## src/rtl/multu_seq_if.sv

```systemverilog
// Start/busy handshake and result bus shared by the HI/LO unit's iterative multiplier and divider.
interface multu_seq_if #(
    parameter int WIDTH = 32
);
    logic [WIDTH-1:0] a;
    logic [WIDTH-1:0] b;
    logic             start;
    logic             busy;
    logic             done;
    logic [WIDTH-1:0] hi;
    logic [WIDTH-1:0] lo;

    modport master (output a, b, start, input busy, done, hi, lo);
    modport slave  (input a, b, start, output busy, done, hi, lo);
endinterface

```

## src/rtl/multu_seq.sv

```systemverilog
// Sequential unsigned WIDTH x WIDTH -> 2*WIDTH radix-2 shift-add multiplier (MULTU).
module multu_seq #(
    parameter int WIDTH = 32,
    parameter int CNT_W = 5
) (
    input  logic        clock,
    input  logic        resetn,
    multu_seq_if.slave  bus
);
    typedef enum logic {IDLE, RUN} state_t;

    state_t             state, state_n;
    logic               done_q, done_n;
    logic [CNT_W-1:0]   count, count_n;
    logic [WIDTH-1:0]   reg_b, reg_b_n;
    logic [WIDTH-1:0]   reg_hi, reg_hi_n;
    logic [WIDTH-1:0]   reg_lo, reg_lo_n;
    logic [WIDTH:0]     sum;

    always_ff @(posedge clock) begin
        if (!resetn) begin
            state  <= IDLE;
            done_q <= 1'b0;
            count  <= '0;
            reg_b  <= '0;
            reg_hi <= '0;
            reg_lo <= '0;
        end else begin
            state  <= state_n;
            done_q <= done_n;
            count  <= count_n;
            reg_b  <= reg_b_n;
            reg_hi <= reg_hi_n;
            reg_lo <= reg_lo_n;
        end
    end

    // Extra top bit keeps the carry of the partial-product add.
    assign sum = {1'b0, reg_hi} + (reg_lo[0] ? {1'b0, reg_b} : '0);

    always_comb begin
        state_n  = state;
        done_n   = 1'b0;
        count_n  = count;
        reg_b_n  = reg_b;
        reg_hi_n = reg_hi;
        reg_lo_n = reg_lo;
        if (bus.start) begin
            // A start while busy aborts the running operation.
            state_n  = RUN;
            count_n  = '0;
            reg_b_n  = bus.b;
            reg_hi_n = '0;
            reg_lo_n = bus.a;
        end else if (state == RUN) begin
            reg_hi_n = sum[WIDTH:1];
            reg_lo_n = {sum[0], reg_lo[WIDTH-1:1]};
            count_n  = count + CNT_W'(1);
            if (count == CNT_W'(WIDTH - 1)) begin
                state_n = IDLE;
                done_n  = 1'b1;
            end
        end
    end

    assign bus.busy = (state == RUN);
    assign bus.done = done_q;
    assign bus.hi   = reg_hi;
    assign bus.lo   = reg_lo;
endmodule
```

## src/flat_wrapper.sv

```systemverilog
// flat-port wrapper written by rule: the top's interface ports become plain ports
module multu_seq_flat 
#(
    parameter int WIDTH = 32,
    parameter int CNT_W = 5
)
  (clock, resetn, bus_a, bus_b, bus_start, bus_busy, bus_done, bus_hi, bus_lo);
  multu_seq_if #(.WIDTH(WIDTH)) bus_i ();
  input  logic clock;
  input  logic resetn;
  input wire logic [$bits(bus_i.a)-1:0] bus_a;
  input wire logic [$bits(bus_i.b)-1:0] bus_b;
  input wire logic [$bits(bus_i.start)-1:0] bus_start;
  output wire logic [$bits(bus_i.busy)-1:0] bus_busy;
  output wire logic [$bits(bus_i.done)-1:0] bus_done;
  output wire logic [$bits(bus_i.hi)-1:0] bus_hi;
  output wire logic [$bits(bus_i.lo)-1:0] bus_lo;
  assign bus_i.a = bus_a;
  assign bus_i.b = bus_b;
  assign bus_i.start = bus_start;
  assign bus_busy = bus_i.busy;
  assign bus_done = bus_i.done;
  assign bus_hi = bus_i.hi;
  assign bus_lo = bus_i.lo;
  multu_seq #(.WIDTH(WIDTH), .CNT_W(CNT_W)) u_core (.clock(clock), .resetn(resetn), .bus(bus_i));
endmodule
```

## config.mk

```make
export PLATFORM = sky130hd
export DESIGN_NAME = multu_seq_flat
export DESIGN_NICKNAME = d
export VERILOG_FILES = /design/src/rtl/multu_seq_if.sv /design/src/rtl/multu_seq.sv /design/src/flat_wrapper.sv
export SDC_FILE = /design/constraint.sdc
export NUM_CORES = 1
export LEC_CHECK = 0
export ABC_CLOCK_PERIOD_IN_PS = 4400
export BUFFER_PORTS_ARGS = -buffer_cell sky130_fd_sc_hd__clkbuf_2
export CAP_MARGIN = 10
export CORE_ASPECT_RATIO = 2
export CORE_MARGIN = 2
export CORE_UTILIZATION = 40
export CTS_BUF_LIST = sky130_fd_sc_hd__clkbuf_16
export DETAILED_ROUTE_END_ITERATION = 6
export GPL_TIMING_DRIVEN = 0
export HOLD_SLACK_MARGIN = 0.12
export PLACE_DENSITY_LB_ADDON = 0.08
export SKIP_CTS_REPAIR_TIMING = 1
export SYNTH_ARGS = -nofsm -noshare
export SYNTH_HDL_FRONTEND = slang
export SYNTH_SLANG_ARGS = --single-unit
```

## constraint.sdc

```tcl
create_clock -name clock -period 4.4 [get_ports clock]
set_clock_uncertainty 0.15 [all_clocks]
set_input_delay 1.1 -clock clock [delete_from_list [all_inputs] [get_ports clock]]
set_output_delay 1.1 -clock clock [all_outputs]
set_load 0.02 [all_outputs]
```

# Yosys cells after proc, flatten, opt, wreduce, memory -nomap -nowiden
# Index checks and enable logic that the tools add are counted.
classes:
  n_addsub: 2
  n_eq_ne: 1
  muxes: 7
  n_bitwise: 2
  reduce_logical: 3
ops:
  columns: ["operator", "n"]
  rows:
  - ["two-way mux 32 bit", 3]
  - ["adder 32 x 33 -> 33 bit", 1]
  - ["adder 5 x 1 -> 5 bit (second input constant)", 1]
  - ["== test 5 bit (second input constant)", 1]
  - ["two-way mux 1 bit", 4]
  - ["OR reduction 3 bit", 1]
  - ["NOT 1 bit", 2]
  - ["nonzero test 2 bit", 1]
  - ["OR reduction 2 bit", 1]
word_totals:
  reg_bits: 103

# Depth between registers and ports, before layout
# Gate-level depths: netlist of run 1.
depth:
  word_depth: 4
  mapped_depth: 11

# Least setup slack after synthesis of run 1
# No wires, ideal clock.
synth_timing:
  path_kind: "flip-flop to flip-flop"
  from: "reg u_core.reg_lo[0] (netlist: u_core.bus.lo[0])"
  to: "reg u_core.reg_hi[31] (netlist: u_core.bus.hi[31])"
  setup_ps: 119
  arrival_ps: 2457
  required_ps: 4131
  slack_ps: 1674
  stages_incl_launch_ff: 12
  path_buffers: 1
  synth_period_minus_slack_ps: 2726
  cell_sequence: "dfxtp_1 > and2_1 > ha_1 > fa_1 > a21o_2 > a31oi_1 > o21a_1 > buf_6 > a311oi_4 > o31ai_4 > a21oi_1 > o221a_1"
synth_between:
  elab_chain_cells: 2
synth_rtl:
  columns: ["element", "line_no", "text"]
  rows:
  - ["from (decl)", "multu_seq.sv:17", "logic [WIDTH-1:0] reg_lo, reg_lo_n;"]
  - ["from (signal assigned)", "multu_seq.sv:34", "reg_lo <= reg_lo_n;"]
  - ["two-way mux 32 bit", "multu_seq.sv:39", "assign sum = {1'b0, reg_hi} + (reg_lo[0] ? {1'b0, reg_b} : '0);"]
  - ["adder 32 x 33 -> 33 bit", "multu_seq.sv:39", null]
  - ["to (signal assigned)", "multu_seq.sv:33", "reg_hi <= reg_hi_n;"]
  - ["to (decl)", "multu_seq.sv:16", "logic [WIDTH-1:0] reg_hi, reg_hi_n;"]
# Every way passes these cells.
# A chain may end at the register's enable or synchronous reset.

# Final worst setup path of run 1
layout_timing:
  from: "reg u_core.reg_lo[0] (netlist: u_core.bus.lo[0])"
  to: "reg u_core.reg_hi[26] (netlist: u_core.bus.hi[26])"
# The elaborated chain is that of the path after synthesis.

==> out/metrics.json, run 1 <==
{
  "result_of_the_run": {"value": "completed"},
  "globalplace.congestion": {"value": 0.921},
  "clock_tree.root_cell": {"value": "clkbuf_16"},
  "setup-tns-final": {"value": 0, "unit": "ns"},
  "num_vias": {"value": 5797},
  "design_area": {"value": 7470, "unit": "um2"},
  "ys_seq_area_share": {"value": 32.8, "unit": "%"},
  "postSynth.asyncResetShare": {"value": 0, "unit": "%"},
  "post-route-period-util": {"value": 77.8, "unit": "%"},
  "detail_route.vias_per_cell": {"value": 5.34},
  "numClockSinks": {"value": 103},
  "tritoncts": {"value": "built"},
  "critPathMaxFanout": {"value": 10},
  "cts_buffer_depth": {"value": 2},
  "finalSetupViolCount": {"value": 0},
  "ctsHtreeMaxLevel": {"value": 3},
  "worstSetupPathType": {"value": "register to register"},
  "worstSetupStartpointType": {"value": "register"},
  "slew_headroom": {"value": 33.9, "unit": "%"},
  "io-pin-count": {"value": 133},
  "synth-compound-area-share": {"value": 17.4, "unit": "%"},
  "nets": {"value": 985},
  "synth.avg_cell_area": {"value": 8.48, "unit": "um2"},
  "grt_pass1_vias": {"value": 6048},
  "cts-buffers-inserted": {"value": 9},
  "route.detailed.wl_per_inst": {"value": 17.5, "unit": "um"},
  "first_pass_grt_wire_length": {"value": 30300, "unit": "um"},
  "hold_class": {"value": "register to register"},
  "post_synth_design_cell_area": {"value": 6280, "unit": "um2"},
  "globalRoute.totalOverflow": {"value": 0},
  "postSynthCellCount": {"value": 741},
  "finalMaxSlewViolations": {"value": 0},
  "antenna_found_initial": {"value": 0},
  "power_density": {"value": 276, "unit": "nW/um2"},
  "post-route-drc-count": {"value": 0},
  "numPortBuffers": {"value": 131},
  "main_combinational_cell_family_by_area_after_synthesis": {"value": "simple AND/OR/NAND/NOR gates"},
  "timing_hold_violations_final": {"value": 0},
  "total_iterations_of_the_first_detailed_routing_run": {"value": 4},
  "n_antenna_cell": {"value": 0},
  "syn_to_final_growth": {"value": 18.9, "unit": "%"},
  "yosysWarnings": {"value": 0},
  "basic_gate_share_of_the_synthesized_area_counting_and_or_nand_and_nor_cells": {"value": 23.2, "unit": "%"},
  "max_freq": {"value": 292, "unit": "MHz"},
  "detailed_place_hpwl": {"value": 15200, "unit": "um"},
  "synthMuxAreaShare": {"value": 12.4, "unit": "%"},
  "synth_ff_type": {"value": "dfxtp_1"},
  "layout-drive-gt1-share": {"value": 20.3, "unit": "%"},
  "vdd_drop_max": {"value": 0.201, "unit": "mV"},
  "core.rowCount": {"value": 64},
  "groute.layer.met1.usage": {"value": 21.8, "unit": "%"},
  "grt.busiest_layer": {"value": "met2"},
  "p_leak": {"value": 3.47, "unit": "nW"},
  "met3_usage": {"value": 4.71, "unit": "%"},
  "synth_enable_flop_cells": {"value": 0},
  "grtUsageTotal": {"value": 22.9, "unit": "%"},
  "grt_start_max_net_pins": {"value": 19},
  "critical_path_required": {"value": 4.50, "unit": "ns"},
  "die_w": {"value": 92.6, "unit": "um"},
  "post-route-min-period": {"value": 3.42, "unit": "ns"},
  "dp.cells": {"value": 1070},
  "worst-r2r-setup-slack": {"value": 0.98, "unit": "ns"},
  "design.die.area": {"value": 16800, "unit": "um2"},
  "worstMarginPinSlew": {"value": 0.988, "unit": "ns"},
  "globalRouteMet2Util": {"value": 44.8, "unit": "%"},
  "endpoint_kind": {"value": "register"},
  "rsz_0062_raised_after_global_routing": {"value": "false"},
  "yosys.area_share.adder": {"value": 7.09, "unit": "%"},
  "post_detailed_placement_cell_area": {"value": 7190, "unit": "um2"},
  "post_synth_num_cell_types": {"value": 59},
  "worstSkewPairLatency": {"value": 0.36, "unit": "ns"},
  "max_cap_viol_count": {"value": 0},
  "synth_seq_cells": {"value": 103},
  "route.final.wire_length": {"value": 19000, "unit": "um"},
  "finalNonFillerCells": {"value": 1086},
  "synth.net_count": {"value": 843},
  "initial_core_util": {"value": 40.9, "unit": "%"},
  "die_h": {"value": 181, "unit": "um"},
  "floorplan.core_area": {"value": 15400, "unit": "um2"},
  "yosys.area_share.xor_xnor": {"value": 2.93, "unit": "%"},
  "first_iter_violations": {"value": 182},
  "worst_endpoint_data_arrival_time": {"value": 3.52, "unit": "ns"},
  "clk_transition_reported_paths": {"value": 0.08, "unit": "ns"},
  "route.antenna.remaining_nets": {"value": 0}
}
## metrics by stage
step	utilization (%)	worst slack (ns)	power (mW)	hold WS (ns)
after floorplan	-	1.67	1.19	0.317
after global placement	46.8	0.923	1.29	0.320
after detailed placement	46.8	0.884	1.30	0.334
after CTS	48.6	0.947	2.09	0.344
after global routing	48.6	0.754	2.16	0.372
final	48.6	0.975	2.06	0.341
## worst max-delay path: stages, from the launching register on
cell,delay [ns]
dfxtp_1,0.50
clkbuf_1,0.46
and2_1,0.21
ha_1,0.22
buf_2,0.18
a21oi_1,0.21
o21ai_1,0.10
a32oi_1,0.40
nand2_1,0.13
o22ai_2,0.29
o21ai_0,0.14
a221o_1,0.31
## Yosys cell counts, types with 6 or more instances
master | number | share of area (%)
dfxtp_1 | 103 | 33
mux2i_1 | 77 | 12
nand2_1 | 74 | 4.4
and2_1 | 68 | 6.8
o21ai_0 | 55 | 4.4
nor2_1 | 46 | 2.7
a21oi_1 | 39 | 3.1
nor2b_1 | 36 | 3.6
ha_1 | 34 | 6.8
clkbuf_1 | 23 | 1.4
nand3_1 | 18 | 1.4
buf_2 | 13 | 1.0
xor2_1 | 13 | 1.8
inv_1 | 9 | 0.54
nand4_1 | 9 | 0.90
nand3b_1 | 8 | 0.96
xnor2_1 | 8 | 1.1
a211oi_1 | 6 | 0.72
a21o_1 | 6 | 0.72
nor3_1 | 6 | 0.48
o21ai_1 | 6 | 0.48
## final cells by class
type	count	area (um2)
Clock inverter	7	56.3
Inverter	9	33.8
Multi-Input combinational cell	583	3960
Clock buffer	9	225
Fill cell	1589	7910
Tap cell	198	248
Buffer	46	225
Sequential cell	103	2060
Timing Repair Buffer	131	656
## power breakdown
part           internal, mW  total, mW  switching, mW
registers             0.971      0.998         0.0273
clock network         0.392      0.789          0.398
logic                 0.117      0.276          0.158
total                  1.48       2.06          0.583
## layer usage
| layer | wire (um) | vias up |
|---|---|---|
| met5 | 0 | - |
| met4 | 843 | 0 |
| met3 | 854 | 44 |
| met2 | 10700 | 158 |
| met1 | 6640 | 2713 |
| li1 | - | 2882 |
## cell usage in the layout, fill, tap and decap left out, drive strengths merged, types with 4 or more instances in the layout
master    n
ha       34
a211o     4
a21oi    44
o21a      4
a21o      8
dfxtp   103
o21ai    62
mux2i    77
nand4     9
o211ai    4
a31oi     4
nor2     46
xor2     13
nand3b    8
o31ai     4
o21bai    4
and2     69
nor3      7
clkbuf  164
nor2b    36
nand2    75
inv      12
o22ai     6
xnor2     8
a211oi    8
nand3    18
buf      22
## flip-flops by register name, indices dropped and copies added, names as in the netlist
register,count
u_core.bus.busy,1
u_core.bus.done,1
u_core.bus.hi,32
u_core.bus.lo,32
u_core.count,5
u_core.reg_b,32
## path summary, 6_finish.rpt
check / start / to / cells past startpoint
worst max-delay path: u_core.bus.lo[0] / u_core.bus.hi[26] / 11
worst min-delay path: u_core.bus.hi[18] / u_core.bus.hi[18] / 2
worst max register to register: u_core.bus.lo[0] / u_core.bus.hi[26] / 11
worst min register to register: u_core.bus.hi[18] / u_core.bus.hi[18] / 2
## cell families after synthesis
kind of cell,count (synthesis)
flip-flops,103
multiplexers,78
XOR/XNOR,21
adder cells (fa/ha/maj),35
AO/OA/AOI/OAI,166
AND/OR/NAND/NOR,283
buffers and inverters,55
No activity file was read; power rests on OpenSTA's default activity.
==> inputs of run 2 (changes only) <==
--- a/config.mk
+++ b/config.mk
@@ -5,7 +5,7 @@
 export SDC_FILE = /design/constraint.sdc
 export NUM_CORES = 1
 export LEC_CHECK = 0
-export ABC_CLOCK_PERIOD_IN_PS = 4400
+export ABC_CLOCK_PERIOD_IN_PS = 3350
 export BUFFER_PORTS_ARGS = -buffer_cell sky130_fd_sc_hd__clkbuf_2
 export CAP_MARGIN = 10
 export CORE_ASPECT_RATIO = 2
==> constraint.sdc (replaced) <==
create_clock -name clock -period 3.35 [get_ports clock]
set_clock_uncertainty 0.15 [all_clocks]
set_input_delay 0.8375 -clock clock [delete_from_list [all_inputs] [get_ports clock]]
set_output_delay 0.8375 -clock clock [all_outputs]
set_load 0.02 [all_outputs]
==> out/metrics.json, run 2 (same netlist as run 1, synthesis figures left out) <==
{
  "total_iterations_of_the_first_detailed_routing_run": {"value": 4},
  "endpoint_kind": {"value": "register"},
  "design.die.area": {"value": 16800, "unit": "um2"},
  "layout.cells.most_common_list": {"value": "clkbuf_2 (134), dfxtp_1 (103), mux2i_1 (77)"},
  "worstPathCellList": {"value": "clkbuf_2 -> and2_1 -> ha_1 -> buf_2 -> a21oi_1 -> o21ai_1 -> a32oi_1 -> nand2_1 -> o22ai_2 -> o21ai_0 -> a221o_1"},
  "critical_path_required": {"value": 3.45, "unit": "ns"},
  "power_switching_share": {"value": 28.4, "unit": "%"},
  "io-pin-count": {"value": 133},
  "crit_path_end": {"value": "u_core.bus.hi[26]"},
  "cts-buffers-inserted": {"value": 9},
  "clock_tree.root_cell": {"value": "clkbuf_16"},
  "clkPwrFrac": {"value": 38.3, "unit": "%"},
  "worst_endpoint_data_arrival_time": {"value": 3.32, "unit": "ns"},
  "min_delay_path_depth": {"value": 2},
  "globalplace.congestion": {"value": 0.921},
  "tritoncts": {"value": "built"},
  "initial_core_util": {"value": 40.9, "unit": "%"},
  "post-route-drc-count": {"value": 0},
  "finalSetupViolCount": {"value": 0},
  "worstSkewPairLatency": {"value": 0.36, "unit": "ns"},
  "vdd_drop_max": {"value": 0.264, "unit": "mV"},
  "die_w": {"value": 92.6, "unit": "um"},
  "timing.critical_path.from": {"value": "u_core.bus.lo[0]"},
  "grt_pass1_vias": {"value": 6048},
  "finalHoldWorstSlack": {"value": 0.342, "unit": "ns"},
  "n_antenna_cell": {"value": 0},
  "intPower": {"value": 1.94, "unit": "mW"},
  "die_h": {"value": 181, "unit": "um"},
  "worst_hold_startpoint": {"value": "u_core.bus.hi[18]"},
  "clk_transition_reported_paths": {"value": 0.08, "unit": "ns"},
  "worstReg2RegEnd": {"value": "u_core.bus.hi[26]"},
  "timing.critical_path.slowest_cell_delay": {"value": 0.50, "unit": "ns"},
  "max_freq": {"value": 310, "unit": "MHz"},
  "cts_buffer_depth": {"value": 2},
  "finalMaxSlewViolations": {"value": 0},
  "grt_start_max_net_pins": {"value": 19},
  "rr_worst_depth": {"value": 11},
  "finalNonFillerCells": {"value": 1086},
  "core.rowCount": {"value": 64},
  "switchingPower": {"value": 0.770, "unit": "mW"},
  "timing_hold_violations_final": {"value": 0},
  "design_power_total": {"value": 2.71, "unit": "mW"},
  "hold_class": {"value": "register to register"},
  "reg2reg_from": {"value": "u_core.bus.lo[0]"},
  "slew_headroom": {"value": 29.7, "unit": "%"},
  "antenna_found_initial": {"value": 0},
  "post-route-min-period": {"value": 3.22, "unit": "ns"},
  "route.antenna.remaining_nets": {"value": 0},
  "first_pass_grt_wire_length": {"value": 30300, "unit": "um"},
  "nets": {"value": 985},
  "critical-path-slowest-cell": {"value": "dfxtp_1"},
  "globalRoute.totalOverflow": {"value": 0},
  "rsz_0062_raised_after_global_routing": {"value": "false"},
  "seq_power_share": {"value": 48.3, "unit": "%"},
  "ctsHtreeMaxLevel": {"value": 3},
  "worstSetupStartpointType": {"value": "register"},
  "setup-tns-final": {"value": 0, "unit": "ns"},
  "floorplan.core_area": {"value": 15400, "unit": "um2"},
  "layout-drive-gt1-share": {"value": 20.9, "unit": "%"},
  "worstMarginPinSlew": {"value": 1.05, "unit": "ns"},
  "layout.cells.most_common": {"value": "clkbuf_2"},
  "route.detailed.wl_per_inst": {"value": 17.5, "unit": "um"},
  "result_of_the_run": {"value": "completed"},
  "p_leak": {"value": 3.48, "unit": "nW"},
  "syn_to_final_growth": {"value": 19.1, "unit": "%"},
  "numPortBuffers": {"value": 131},
  "route.final.wire_length": {"value": 19000, "unit": "um"},
  "num_vias": {"value": 5799},
  "numClockSinks": {"value": 103},
  "detail_route.vias_per_cell": {"value": 5.34},
  "grtUsageTotal": {"value": 22.9, "unit": "%"},
  "max_cap_viol_count": {"value": 0},
  "worstSetupPathType": {"value": "register to register"},
  "power_density": {"value": 363, "unit": "nW/um2"},
  "dp.cells": {"value": 1070},
  "detailed_place_hpwl": {"value": 15200, "unit": "um"},
  "post-route-period-util": {"value": 96.1, "unit": "%"},
  "first_iter_violations": {"value": 170},
  "critPathMaxFanout": {"value": 10},
  "power.share.combinational": {"value": 13.4, "unit": "%"},
  "worst-r2r-setup-slack": {"value": 0.13, "unit": "ns"}
}
run 2: cell counts in the layout (fill, tap and decap cells not counted):
No cell type changed its count.
run 2: stage by stage:
step	area [um2]	util (%)	setup slack (ns)
after global placement	7190	46.8	-0.0575
after global routing	7490	48.7	0.0188
after detailed placement	7190	46.8	-0.0862
after CTS	7470	48.6	-0.103
after floorplan	6280	-	0.624
final	7490	48.7	0.129
run 2: critical path: cells and delay by family (launching register included):
| kind | cells | cell delay (ns) |
|---|---|---|
| buf+inv | 2 | 0.49 |
| simple gates | 2 | 0.30 |
| fa+ha+maj | 1 | 0.22 |
| compound gates | 6 | 1.44 |
| flops | 1 | 0.50 |
run 2: cell type report:
| cell class | count | area (um2) |
|---|---|---|
| multi-input cells | 583 | 3980 |
| inverters | 9 | 33.8 |
| fillers | 1588 | 7890 |
| clock buffers | 9 | 225 |
| repair buffers | 131 | 656 |
| plain buffers | 46 | 229 |
| well taps | 198 | 248 |
| flip-flops and latches | 103 | 2060 |
| clock inverters | 7 | 56.3 |
run 2: how the worst min path moves through the flow:
stage / slack (ns) / endpoint
global route: 0.37 / u_core.bus.hi[18]
CTS: 0.34 / u_core.bus.hi[18]
global placement: 0.32 / u_core.bus.hi[23]
detailed placement: 0.33 / u_core.bus.hi[18]
finish: 0.34 / u_core.bus.hi[18]
floorplan: 0.32 / u_core.count[4]
run 2: power groups by stage:
stage	clock network, mW	registers (mW)	logic, mW
after floorplan	0	1.36	0.204
after detailed placement	0	1.34	0.367
after global placement	0	1.34	0.361
after CTS	1.06	1.31	0.369
final	1.04	1.31	0.363
after global routing	1.11	1.32	0.402
run 2: layer usage:
layer	GRT usage, %	vias to the layer above	routed length [um]
met5	0	-	0
met4	11.4	0	952
met3	4.71	53	830
met2	44.8	148	10600
met1	21.8	2714	6660
li1	-	2884	-
==> inputs of run 3 (changes only) <==
--- a/config.mk
+++ b/config.mk
@@ -5,7 +5,8 @@
 export SDC_FILE = /design/constraint.sdc
 export NUM_CORES = 1
 export LEC_CHECK = 0
-export ABC_CLOCK_PERIOD_IN_PS = 3350
+export ABC_AREA = 1
+export ABC_CLOCK_PERIOD_IN_PS = 3460
 export BUFFER_PORTS_ARGS = -buffer_cell sky130_fd_sc_hd__clkbuf_2
 export CAP_MARGIN = 10
 export CORE_ASPECT_RATIO = 2
==> constraint.sdc (replaced) <==
create_clock -name clock -period 3.46 [get_ports clock]
set_clock_uncertainty 0.15 [all_clocks]
set_input_delay 0.865 -clock clock [delete_from_list [all_inputs] [get_ports clock]]
set_output_delay 0.865 -clock clock [all_outputs]
set_load 0.02 [all_outputs]
==> out/metrics.json, run 3 <==
{
  "cp_num_buf_inv": {"value": 5},
  "postSynthCellCount": {"value": 1072},
  "grt_start_max_net_pins": {"value": 20},
  "synth_top_area_share": {"value": 31.2, "unit": "%"},
  "layout.cells.most_common_list": {"value": "nand2_1 (273), inv_1 (205), nor2_1 (171)"},
  "synth_top_cells_by_count": {"value": "nand2_1 (273), inv_1 (205), nor2_1 (171)"},
  "endpoint_kind": {"value": "register"},
  "ctsHtreeMaxLevel": {"value": 3},
  "worstHoldEndpoint": {"value": "u_core.count[4]"},
  "post-route-period-util": {"value": 91.2, "unit": "%"},
  "dp_slack": {"value": 0.348, "unit": "ns"},
  "numPortBuffers": {"value": 130},
  "design_power_total": {"value": 2.92, "unit": "mW"},
  "detail_route.vias_per_cell": {"value": 4.92},
  "globalplace.congestion": {"value": 0.968},
  "postSynth.asyncResetShare": {"value": 0, "unit": "%"},
  "route.final.wire_length": {"value": 21900, "unit": "um"},
  "p_leak": {"value": 4.60, "unit": "nW"},
  "slew_headroom": {"value": 58.4, "unit": "%"},
  "setup_ws": {"value": 0.303, "unit": "ns"},
  "grtUsageTotal": {"value": 25.4, "unit": "%"},
  "clock_tree.root_cell": {"value": "clkbuf_16"},
  "floorplan.core_area": {"value": 16200, "unit": "um2"},
  "timing_hold_violations_final": {"value": 0},
  "synth_seq_cells": {"value": 103},
  "layout.cells.most_common": {"value": "nand2_1"},
  "globalRoute.totalOverflow": {"value": 0},
  "n_antenna_cell": {"value": 0},
  "core.rowCount": {"value": 66},
  "route.detailed.wl_per_inst": {"value": 15.4, "unit": "um"},
  "vdd_drop_max": {"value": 0.224, "unit": "mV"},
  "critical_path.top_delay_family": {"value": "buffers and inverters"},
  "post_synth_num_cell_types": {"value": 35},
  "clk_transition_reported_paths": {"value": 0.08, "unit": "ns"},
  "worstSkewPairLatency": {"value": 0.36, "unit": "ns"},
  "result_of_the_run": {"value": "completed"},
  "worstPathCellList": {"value": "clkbuf_1 -> clkbuf_1 -> nand2_1 -> inv_1 -> ha_1 -> nand2_1 -> inv_1 -> a21oi_1 -> nand3_1 -> nand2_1 -> nand2_1 -> nand2_1 -> nand3_1 -> nand2_1 -> inv_1"},
  "rsz_0062_raised_after_global_routing": {"value": "false"},
  "max_freq": {"value": 317, "unit": "MHz"},
  "post_synth_design_cell_area": {"value": 6610, "unit": "um2"},
  "worstSetupPathType": {"value": "register to register"},
  "design.die.area": {"value": 17600, "unit": "um2"},
  "worstMarginPinSlew": {"value": 0.624, "unit": "ns"},
  "route.antenna.remaining_nets": {"value": 0},
  "numClockSinks": {"value": 103},
  "detailed_place_hpwl": {"value": 18200, "unit": "um"},
  "yosys.area.top_type": {"value": "dfxtp_1"},
  "initial_core_util": {"value": 40.8, "unit": "%"},
  "setup-tns-final": {"value": 0, "unit": "ns"},
  "post-synth-top-count-cell": {"value": "nand2_1"},
  "synth.net_count": {"value": 1174},
  "min_delay_path_depth": {"value": 2},
  "cts-buffers-inserted": {"value": 9},
  "nets": {"value": 1315},
  "critPathMaxFanout": {"value": 10},
  "netlist_top_cells_area": {"value": "dfxtp_1 (31%), nand2_1 (15%), inv_1 (12%)"},
  "finalSetupViolCount": {"value": 0},
  "finalMaxSlewViolations": {"value": 0},
  "critical_path_required": {"value": 3.57, "unit": "ns"},
  "power_density": {"value": 374, "unit": "nW/um2"},
  "reg2reg_from": {"value": "u_core.bus.lo[0]"},
  "cts_buffer_depth": {"value": 2},
  "dp.cells": {"value": 1406},
  "io-pin-count": {"value": 133},
  "antenna_found_initial": {"value": 0},
  "post-route-min-period": {"value": 3.16, "unit": "ns"},
  "finalNonFillerCells": {"value": 1422},
  "worst_hold_startpoint": {"value": "u_core.count[4]"},
  "tritoncts": {"value": "built"},
  "worst_endpoint_data_arrival_time": {"value": 3.26, "unit": "ns"},
  "fillerInstances": {"value": 1847},
  "first_pass_grt_wire_length": {"value": 33400, "unit": "um"},
  "ys_seq_area_share": {"value": 31.2, "unit": "%"},
  "max_cap_viol_count": {"value": 0},
  "num_vias": {"value": 6992},
  "worstSetupStartpointType": {"value": "register"},
  "die_h": {"value": 186, "unit": "um"},
  "total_iterations_of_the_first_detailed_routing_run": {"value": 5},
  "timing.critical_path.slowest_cell_delay": {"value": 0.39, "unit": "ns"},
  "critical-path-slowest-cell": {"value": "clkbuf_1"},
  "finalHoldWorstSlack": {"value": 0.323, "unit": "ns"},
  "synth_enable_flop_cells": {"value": 0},
  "worstReg2RegEnd": {"value": "u_core.bus.hi[27]"},
  "hold_class": {"value": "register to register"},
  "yosysWarnings": {"value": 0},
  "worst-r2r-setup-slack": {"value": 0.30, "unit": "ns"},
  "grt_pass1_vias": {"value": 6817},
  "post-route-drc-count": {"value": 0},
  "syn_to_final_growth": {"value": 18.4, "unit": "%"},
  "rr_worst_depth": {"value": 15},
  "layout-drive-gt1-share": {"value": 15.8, "unit": "%"},
  "path_common_cell": {"value": "nand2_1"},
  "cp_num_cells": {"value": 15},
  "synth.avg_cell_area": {"value": 6.17, "unit": "um2"},
  "synth_ff_type": {"value": "dfxtp_1"},
  "die_w": {"value": 94.9, "unit": "um"},
  "first_iter_violations": {"value": 241}
}
==> run 3: how the worst max path moves through the flow <==
stage          slack, ns        startpoint                 to
6_report            0.30  u_core.bus.lo[0]  u_core.bus.hi[27]
2_1_floorplan       1.09  u_core.bus.lo[0]  u_core.bus.hi[12]
3_5_place_dp        0.35  u_core.bus.lo[0]  u_core.bus.hi[27]
3_3_place_gp        0.36  u_core.bus.lo[0]  u_core.bus.hi[27]
4_1_cts             0.32  u_core.bus.lo[0]  u_core.bus.hi[27]
5_1_grt             0.07  u_core.bus.lo[0]  u_core.bus.hi[27]
==> run 3: metal layers <==
layer / GRT usage, % / share of wire, % / vias to the layer above
li1: - / - / 3607
met2: 51.8 / 57 / 180
met3: 3.56 / 3.5 / 57
met5: 0 / 0 / -
met1: 21.7 / 33 / 3148
met4: 16.3 / 6.3 / 0
==> run 3: layout make-up <==
cell class              count  area [um2]  share of cell area, %
multi-input cells         720        3580                   45.7
inverters                 209         785                   10.0
clock inverters             7        86.3                   1.10
repair buffers            130         651                   8.31
well taps                 204         255                   3.26
clock buffers               9         225                   2.88
plain buffers              40         188                   2.40
flip-flops and latches    103        2060                   26.3
==> run 3: worst min-delay path, stage by stage (launching register included) <==
cell and delay (ns):
dfxtp_1 0.32, nand2_1 0.06, a21oi_1 0.05
==> run 3: report_power, final <==
group          switching [mW]  internal [mW]
clock                   0.530          0.581
combinational           0.334          0.176
sequential             0.0460           1.26
==> run 3: through the flow <==
step	cell area, um2	util, %
2_1_floorplan	6610	-
3_3_place_gp	7520	46.4
3_5_place_dp	7520	46.4
4_1_cts	7830	48.4
5_1_grt	7830	48.4
6_report	7830	48.4
==> run 3: kinds of logic after synthesis <==
| family | count (synthesis) | synth area share (%) |
|---|---|---|
| simple gates | 525 | 32.3 |
| buf+inv | 249 | 14.7 |
| compound gates | 146 | 13.2 |
| flops | 103 | 31.2 |
| fa+ha+maj | 35 | 6.74 |
| xor+xnor | 14 | 1.85 |
